--- config.mk ---
export PLATFORM = sky130hd
export DESIGN_NAME = cam_pixel_capture
export DESIGN_NICKNAME = d
export VERILOG_FILES = /design/src/rtl/cam_pixel_capture.sv
export SDC_FILE = /design/constraint.sdc
export NUM_CORES = 1
export LEC_CHECK = 0
export CAP_MARGIN = 30
export CORE_MARGIN = 4
export CORE_UTILIZATION = 55
export DETAILED_ROUTE_END_ITERATION = 8
export HOLD_SLACK_MARGIN = 0.1
export PLACE_DENSITY = 0.86
export SLEW_MARGIN = 20
export SYNTH_ARGS = -nofsm -noshare
export SYNTH_HDL_FRONTEND = slang
export SYNTH_SLANG_ARGS = --single-unit
export TNS_END_PERCENT = 10
--- constraint.sdc ---
create_clock -name clk -period 2.3 [get_ports clk]
set_input_delay 0.345 -clock clk [delete_from_list [all_inputs] [get_ports clk]]
set_output_delay 0.345 -clock clk [all_outputs]
set_load 0.01 [all_outputs]
--- src/rtl/cam_pixel_capture.sv ---
// cam_pixel_capture: DVP (OV7670-class) camera capture in the system clock domain.
// Camera pins are synchronised, pclk rising edges become byte strobes, bytes are
// assembled into pixels and emitted with row/col coordinates, framing pulses,
// geometry-error flags and a completed-frame counter.
// Optional crop window: define CAM_CAPTURE_CROP_EN to add crop_x0/x1/y0/y1 inputs.
module cam_pixel_capture #(
   parameter int DATA_W        = 8,
   parameter int BYTES_PER_PIX = 2,
   parameter int COLS          = 320,
   parameter int ROWS          = 240,
   parameter int SYNC_STAGES   = 2,
   parameter int MSB_FIRST     = 1
) (
   input  logic                              clk,
   input  logic                              reset,
   input  logic                              enable,
   input  logic                              cam_pclk,
   input  logic                              cam_vsync,
   input  logic                              cam_href,
   input  logic [DATA_W-1:0]                 cam_data,
`ifdef CAM_CAPTURE_CROP_EN
   input  logic [$clog2(COLS)-1:0]           crop_x0,
   input  logic [$clog2(COLS)-1:0]           crop_x1,
   input  logic [$clog2(ROWS)-1:0]           crop_y0,
   input  logic [$clog2(ROWS)-1:0]           crop_y1,
`endif
   output logic                              pix_valid,
   output logic [DATA_W*BYTES_PER_PIX-1:0]   pix_data,
   output logic [$clog2(COLS)-1:0]           pix_col,
   output logic [$clog2(ROWS)-1:0]           pix_row,
   output logic                              frame_start,
   output logic                              frame_done,
   output logic                              geom_err,
   output logic [15:0]                       frame_count
);

   localparam int CW = $clog2(COLS);
   localparam int RW = $clog2(ROWS);
   localparam int PW = DATA_W * BYTES_PER_PIX;
   localparam int BW = (BYTES_PER_PIX > 1) ? $clog2(BYTES_PER_PIX) : 1;

   localparam logic [CW:0]   COLS_L = (CW+1)'(COLS);
   localparam logic [RW:0]   ROWS_L = (RW+1)'(ROWS);
   localparam logic [BW-1:0] LAST_B = BW'(BYTES_PER_PIX - 1);

   typedef enum logic [1:0] {IDLE, WAIT_VS, FRAME} state_t;

   // synchroniser chains and edge-detect history
   logic [SYNC_STAGES-1:0]        pclk_sr, vsync_sr, href_sr;
   logic [SYNC_STAGES*DATA_W-1:0] data_sr;
   logic                          pclk_s, vsync_s, href_s;
   logic [DATA_W-1:0]             data_s;
   logic                          pclk_q, vsync_q, href_q;
   logic                          strobe, vs_rise, vs_fall, href_fall;

   state_t state, state_nx;
   logic   frame_entry;

   // capture counters: one extra bit so col/row can sit at COLS/ROWS (saturated)
   logic [CW:0]     col;
   logic [RW:0]     row;
   logic [BW-1:0]   byte_idx;
   logic            line_ovf, frame_ovf;
   logic [PW-1:0]   bytes_q, pix_asm;
   logic [DATA_W-1:0] byte_sel;

   // completed pixel waiting for the output register
   logic            pend;
   logic [PW-1:0]   pend_data;
   logic [CW-1:0]   pend_col;
   logic [RW-1:0]   pend_row;
   logic            in_win;

`ifdef CAM_CAPTURE_CROP_EN
   logic [CW-1:0]   x0_q, x1_q;
   logic [RW-1:0]   y0_q, y1_q;
   logic            started;
`endif

   assign pclk_s    = pclk_sr[SYNC_STAGES-1];
   assign vsync_s   = vsync_sr[SYNC_STAGES-1];
   assign href_s    = href_sr[SYNC_STAGES-1];
   assign data_s    = data_sr[SYNC_STAGES*DATA_W-1 -: DATA_W];

   assign strobe    = pclk_s & ~pclk_q;
   assign vs_rise   = vsync_s & ~vsync_q;
   assign vs_fall   = ~vsync_s & vsync_q;
   assign href_fall = ~href_s & href_q;

`ifdef CAM_CAPTURE_CROP_EN
   assign in_win = (col >= {1'b0, x0_q}) && (col <= {1'b0, x1_q}) &&
                   (row >= {1'b0, y0_q}) && (row <= {1'b0, y1_q});
`else
   assign in_win = 1'b1;
`endif

   // Synchronise all camera inputs together and keep one cycle of history for edges
   always_ff @(posedge clk) begin
      if (!reset) begin
         pclk_sr  <= '0;
         vsync_sr <= '0;
         href_sr  <= '0;
         data_sr  <= '0;
         pclk_q   <= 1'b0;
         vsync_q  <= 1'b0;
         href_q   <= 1'b0;
      end else begin
         pclk_sr  <= {pclk_sr[SYNC_STAGES-2:0], cam_pclk};
         vsync_sr <= {vsync_sr[SYNC_STAGES-2:0], cam_vsync};
         href_sr  <= {href_sr[SYNC_STAGES-2:0], cam_href};
         data_sr  <= {data_sr[(SYNC_STAGES-1)*DATA_W-1:0], cam_data};
         pclk_q   <= pclk_s;
         vsync_q  <= vsync_s;
         href_q   <= href_s;
      end
   end

   // State register
   always_ff @(posedge clk) begin
      if (!reset) state <= IDLE;
      else        state <= state_nx;
   end

   // Next state: enable is only looked at when leaving IDLE or closing a frame
   always_comb begin
      state_nx    = state;
      frame_entry = 1'b0;
      case (state)
         IDLE:    if (enable) state_nx = WAIT_VS;
         WAIT_VS: if (vs_fall) begin
                     state_nx    = FRAME;
                     frame_entry = 1'b1;
                  end
         FRAME:   if (vs_rise) state_nx = enable ? WAIT_VS : IDLE;
         default: state_nx = IDLE;
      endcase
   end

   // Pixel word as it will look once the byte currently on the bus is stored
   always_comb begin
      pix_asm  = '0;
      byte_sel = '0;
      for (int unsigned i = 0; i < BYTES_PER_PIX; i++) begin
         byte_sel = (i == 32'(byte_idx)) ? data_s : bytes_q[i*DATA_W +: DATA_W];
         if (MSB_FIRST != 0) pix_asm[(BYTES_PER_PIX-1-i)*DATA_W +: DATA_W] = byte_sel;
         else                pix_asm[i*DATA_W +: DATA_W]                   = byte_sel;
      end
   end

   // Frame/line/byte bookkeeping, geometry checks and frame counting
   always_ff @(posedge clk) begin
      if (!reset) begin
         col         <= '0;
         row         <= '0;
         byte_idx    <= '0;
         line_ovf    <= 1'b0;
         frame_ovf   <= 1'b0;
         bytes_q     <= '0;
         pend        <= 1'b0;
         pend_data   <= '0;
         pend_col    <= '0;
         pend_row    <= '0;
         frame_done  <= 1'b0;
         geom_err    <= 1'b0;
         frame_count <= '0;
`ifdef CAM_CAPTURE_CROP_EN
         x0_q        <= '0;
         x1_q        <= '0;
         y0_q        <= '0;
         y1_q        <= '0;
`endif
      end else begin
         pend       <= 1'b0;
         frame_done <= 1'b0;
         geom_err   <= 1'b0;
         if (frame_entry) begin
            col       <= '0;
            row       <= '0;
            byte_idx  <= '0;
            line_ovf  <= 1'b0;
            frame_ovf <= 1'b0;
`ifdef CAM_CAPTURE_CROP_EN
            x0_q      <= crop_x0;
            x1_q      <= crop_x1;
            y0_q      <= crop_y0;
            y1_q      <= crop_y1;
`endif
         end else if (state == FRAME) begin
            if (vs_rise) begin
               // a line still open here is a truncated line; folded into the one pulse
               frame_done  <= 1'b1;
               frame_count <= frame_count + 16'd1;
               geom_err    <= (row != ROWS_L) || href_s || frame_ovf;
               col         <= '0;
               byte_idx    <= '0;
               line_ovf    <= 1'b0;
            end else if (href_fall) begin
               geom_err <= (col != COLS_L) || (byte_idx != '0) || line_ovf;
               if (row == ROWS_L) frame_ovf <= 1'b1;
               else               row       <= row + 1'b1;
               col      <= '0;
               byte_idx <= '0;
               line_ovf <= 1'b0;
            end else if (strobe && href_s) begin
               bytes_q[byte_idx*DATA_W +: DATA_W] <= data_s;
               if (byte_idx == LAST_B) begin
                  byte_idx <= '0;
                  if (col == COLS_L) begin
                     line_ovf <= 1'b1;
                  end else begin
                     col <= col + 1'b1;
                     if ((row != ROWS_L) && in_win) begin
                        pend      <= 1'b1;
                        pend_data <= pix_asm;
                        pend_col  <= col[CW-1:0];
                        pend_row  <= row[RW-1:0];
                     end
                  end
               end else begin
                  byte_idx <= byte_idx + 1'b1;
               end
            end
         end
      end
   end

   // Output register: one-cycle pix_valid, data/coordinates hold between pulses
   always_ff @(posedge clk) begin
      if (!reset) begin
         pix_valid   <= 1'b0;
         pix_data    <= '0;
         pix_col     <= '0;
         pix_row     <= '0;
         frame_start <= 1'b0;
`ifdef CAM_CAPTURE_CROP_EN
         started     <= 1'b0;
`endif
      end else begin
         pix_valid   <= pend;
         frame_start <= 1'b0;
         if (pend) begin
            pix_data <= pend_data;
            pix_col  <= pend_col;
            pix_row  <= pend_row;
`ifdef CAM_CAPTURE_CROP_EN
            frame_start <= ~started;
`else
            frame_start <= (pend_col == '0) && (pend_row == '0);
`endif
         end
`ifdef CAM_CAPTURE_CROP_EN
         if (frame_entry) started <= 1'b0;
         else if (pend)   started <= 1'b1;
`endif
      end
   end

endmodule
[Word-level counts from Yosys, hierarchy flattened]
Index checks and enable logic that the tools add are counted.
Storage, ports and cells
  bits in registers: 152
  input port bits: 14
  output and inout bits: 53
  logic and storage cells: 111
Cells by class
  add/subtract/negate cells: 5
  equality and inequality tests: 10
  shift-type cells: 2
  mux-type cells: 26
  bitwise logic cells: 17
  reductions and logical operators: 25
Operators with widths (number)
  10-bit two-way mux: 5
  4-bit negation with 34-bit output: 1
  8-bit by 34-bit variable shift with 16-bit output, first input constant: 1
  8-bit by 34-bit variable part select with 16-bit output: 1
  16-bit by 1-bit adder with 16-bit output, second input constant: 1
  16-bit bitwise mux: 1
  1-bit two-way mux: 16
  4-bit AND reduction: 4
  1-bit NOT: 13
  10-bit by 1-bit adder with 10-bit output, second input constant: 1
  10-bit by 9-bit equality test with 1-bit output, second input constant: 1
  10-bit by 9-bit != test with 1-bit output, second input constant: 1
  9-bit by 1-bit adder with 9-bit output, second input constant: 1
  9-bit by 8-bit equality test with 1-bit output, second input constant: 1
  9-bit logical NOT: 1
  9-bit by 8-bit != test with 1-bit output, second input constant: 1
  3-bit nonzero test: 3
  8-bit logical NOT: 1
  8-bit AND reduction: 1
  8-bit OR reduction: 1
  2-bit two-way mux: 3
  2-bit != test, second input constant: 3
  2-bit case mux with 3 select lines: 1
  3-bit AND reduction: 2
  other kinds (12): 20

[Longest topological paths before layout]
Gate-level depths: netlist (run 1).
  depth in word-level cells: 6
  gate-level depth with buffers: 8
  mapped depth without buffers: 6

[Worst setup path after synthesis (run 1)]
OpenSTA, ideal clock, no wires.
  path kind: reg2reg
  from: register col[0]
  to: register pend_col[4]
  setup time: 0.072 ns
  arrival: 1.751 ns
  required time: 2.228 ns
  slack: 0.477 ns
  cell stages (with the launch flop): 9
  buffers on the path: 2
  period minus slack after synthesis: 1.823 ns
  cell sequence: dfxtp_1 -> inv_1 -> ha_1 -> nor4bb_1 -> and4b_1 -> nor4_1 -> buf_4 -> buf_6 -> mux2i_1
On the way
  longest elaborated chain between the ends: 3
RTL lines
  start: declaration: line 60  | logic [CW:0] col;
  start signal: assignment: line 211  | col <= col + 1'b1;
  10-bit by 9-bit equality test with 1-bit output: line 208  | if (col == COLS_L) begin
  1-bit NOT (no line)
  8-bit AND reduction (no line)
  end signal: assignment: line 215  | pend_col <= col[CW-1:0];
  end: declaration: line 70  | logic [CW-1:0] pend_col;
No other way between the ends.
A chain may end at the register's enable or synchronous reset.

[Worst setup path in the final report (run 1)]
  from: register col[0]
  to: register pend_row[0]
On the way
  longest elaborated chain between the ends: 3
RTL lines
  10-bit by 9-bit equality test with 1-bit output: line 208
  1-bit NOT (no line)
  8-bit AND reduction (no line)
  end signal: assignment: line 216  | pend_row <= row[RW-1:0];
  end: declaration: line 71  | logic [RW-1:0] pend_row;
No other way between the ends.

==> run summary, run 1 <==
Layout Utilization: 0.7062
Total track usage: 0.2209
Largest net degree at the start of global routing: 53
Yosys reg bits: 144
Die ar.: 11990 um^2
Placer congestion estimate: 0.8707
Setup TNS: 0 ns
Tcrit/Tclk final: 0.9420
Top_reg_cell synth: dfxtp_1
Worst Setup SP: col[0]
Commonest cells after routing, fill and taps aside: 143 x dfxtp_1, 82 x nand2_1, 75 x mux2i_1
Rel. slew slack: 0.5401
Worst reg2reg startpoint: col[0]
Initial antenna violation count: 0
Detailed Route WL: 12430 um
CTS max path bufs: 2
Setup Fix Bufs, Post-CTS: 0
H-tree levels: 4
Unrepaired setup endpoints after global routing: false
Clk sinks: 144
Standard-cell rows: 36
DR WL/cell: 15.40 um
Synth-to-Final Area Change: 23.52%
# setup viols final: 0
Worst Tran Pin Value: 0.6827 ns
Critical Path AT: 2.60 ns
R2R Setup Slk: 0.13 ns
Num CTS Buffers: 17
Power density cells: 747.4 nW/um^2
Final Max Tran Viols: 0
Buffers added on ports: 66
Final Critical Period: 2.166 ns
Gr ovfl total: 0
Detailed-route via count: 4582
CP required: 2.73 ns
Post-synthesis async set-or-reset flop share: 0
Syn_nets: 620
Core area: 9910 um^2
ANT nets after route: 0
Type of the worst setup path: reg2reg
Post-synth EDFFs: 0
Gate Count Post-Synth: 601
# IOs: 67
Synth Cell Area: 5665 um^2
Reg2reg end: pend_row[0]
Post-CTS sizing: 0
Yosys top cell area share: 0.5088
Via density: 5.678
Clk pin slew, worst setup/hold paths: 0.06 ns
Outcome: completed
Die Span Y: 109.5 um
Post-synth cell types: 48
CP Launch Type: flip-flop
DR iter-0 viols: 386
Seq/Total Area, Yosys: 0.5088
Worst Skew: 0.008643 ns
Worst setup path endpoint: pend_row[0]
Nets: 680
Die X: 109.5 um
Layout cells sized above 1: 0.07270
Reg2Reg Depth: 7
DRC: 0
Clk_lat worst skew: 0.52 ns
Mapped Avg Cell Area: 9.427 um^2
Initial core utilization: 0.5717
Main area contributors after synthesis: dfxtp_1 51%, mux2i_1 13%, nand2_1 5.4%
Hold_buf cts: 0
CTS tree: built
Vias in the first global route: 4426
Cell accounting for the most synthesized area: dfxtp_1
Hold Crit Class: in2reg
Fin. Hold Viols: 0
Static leakage: 2.423 nW
DRT Pass-1 Iters: 6
Commonest non-fill, non-tap cell in the layout: dfxtp_1
Peak VDD IR: 0.5533 mV
First-pass GRT wire length: 20980 um
Synth warnings: 0
Root Buffer: clkbuf_8
Max capacitance violation total: 0
Max FO, Critical Path: 34
Final HPWL DP: 8343 um
Crit. End Element: flip-flop
N_diodes: 0
Fmax: 461.6 MHz
-- kinds of logic after synthesis --
logic type,synth area share
flops,0.5088
buf+inv,0.03710
xor+xnor,0.01237
compound gates,0.07178
simple gates,0.2264
fa+ha+maj,0.01104
mux,0.1325
-- state kept, by name, summed over array words and instances (netlist names), 2 cells and up --
| signal | cells |
|---|---|
| col | 10 |
| frame_count | 16 |
| state | 2 |
| pend_row | 8 |
| bytes_q | 8 |
| pclk_sr | 2 |
| vsync_sr | 2 |
| row | 9 |
| href_sr | 2 |
| pend_data | 16 |
| pix_col | 9 |
| data_sr | 16 |
| pend_col | 9 |
| pix_data | 16 |
| pix_row | 8 |
-- cells in the mapped netlist, types with 8 or more instances --
cell type    n
nand3_1     17
a21oi_1     24
o31ai_1      8
mux2i_1     75
nand2_1     82
clkbuf_1    29
nand4_1     15
nor2_1      58
dfxtp_1    144
and2_1      28
or3_1        8
o21ai_0     12
nor4_1       9
or4_1       10
inv_1       11
-- per-layer routing --
layer  GRT usage  part of all wire  wire, um
met5           0                 0         0
met1      0.2781              0.44      5493
met4     0.07480             0.014       168
met3     0.05637             0.059       728
met2      0.3692              0.49      6039
-- where the power goes --
part | internal [W] | switching (W) | leakage [nW] | total (W)
registers | 0.00252 | 0.0000113 | 1.17 | 0.00253
clock network | 0.00154 | 0.00104 | 0.272 | 0.00259
logic | 0.0000474 | 0.0000679 | 0.986 | 0.000115
total | 0.00411 | 0.00112 | 2.42 | 0.00523
-- worst max-delay path: stages (launching register included) --
cell      delay [ns]
dfxtp_1         0.41
inv_1           0.09
ha_1            0.21
nor4bb_1        0.17
and4b_1         0.26
nor4_2          0.37
buf_12          0.29
mux2i_1         0.26
-- worst min path at each step --
stage           startpoint             end  slack, ns  cells past startpoint
6_report             reset      pix_col[2]       0.37                      4
5_1_grt              reset      pix_col[2]       0.39                      4
4_1_cts              reset  frame_count[4]       0.36                      4
3_5_place_dp   vsync_sr[0]     vsync_sr[1]       0.42                      1
3_3_place_gp    data_sr[7]     data_sr[15]       0.41                      1
2_1_floorplan   data_sr[2]     data_sr[10]       0.41                      1
-- area by class of cell --
class	count	area (um^2)
clock buffers	19	421.7
clock inverters	13	138.9
fillers	721	2912
inverters	12	45.04
multi-input cells	409	2579
flip-flops and latches	144	2884
well taps	133	166.4
repair buffers	77	763.2
-- per-stage QoR --
step | cells | hold slack, ns | setup WS [ns] | total power [W] | instance area (um^2)
floorplan | 601 | 0.4119 | 0.4770 | 0.002651 | 5665
global placement | 775 | 0.4146 | 0.3488 | 0.002692 | 6437
detailed placement | 775 | 0.4186 | 0.2308 | 0.002696 | 6437
CTS | 807 | 0.3602 | 0.1570 | 0.005256 | 6998
global route | 807 | 0.3870 | 0.04127 | 0.005399 | 6998
finish | 807 | 0.3684 | 0.1335 | 0.005230 | 6998
No activity file was read; power rests on OpenSTA's default activity.
==> run 2: changes to the inputs <==
Settings changed: HOLD_SLACK_MARGIN 0.1 to 0.08.
==> results of run 2 <==
Final layout, timing and power as in run 1 (identical DEF).
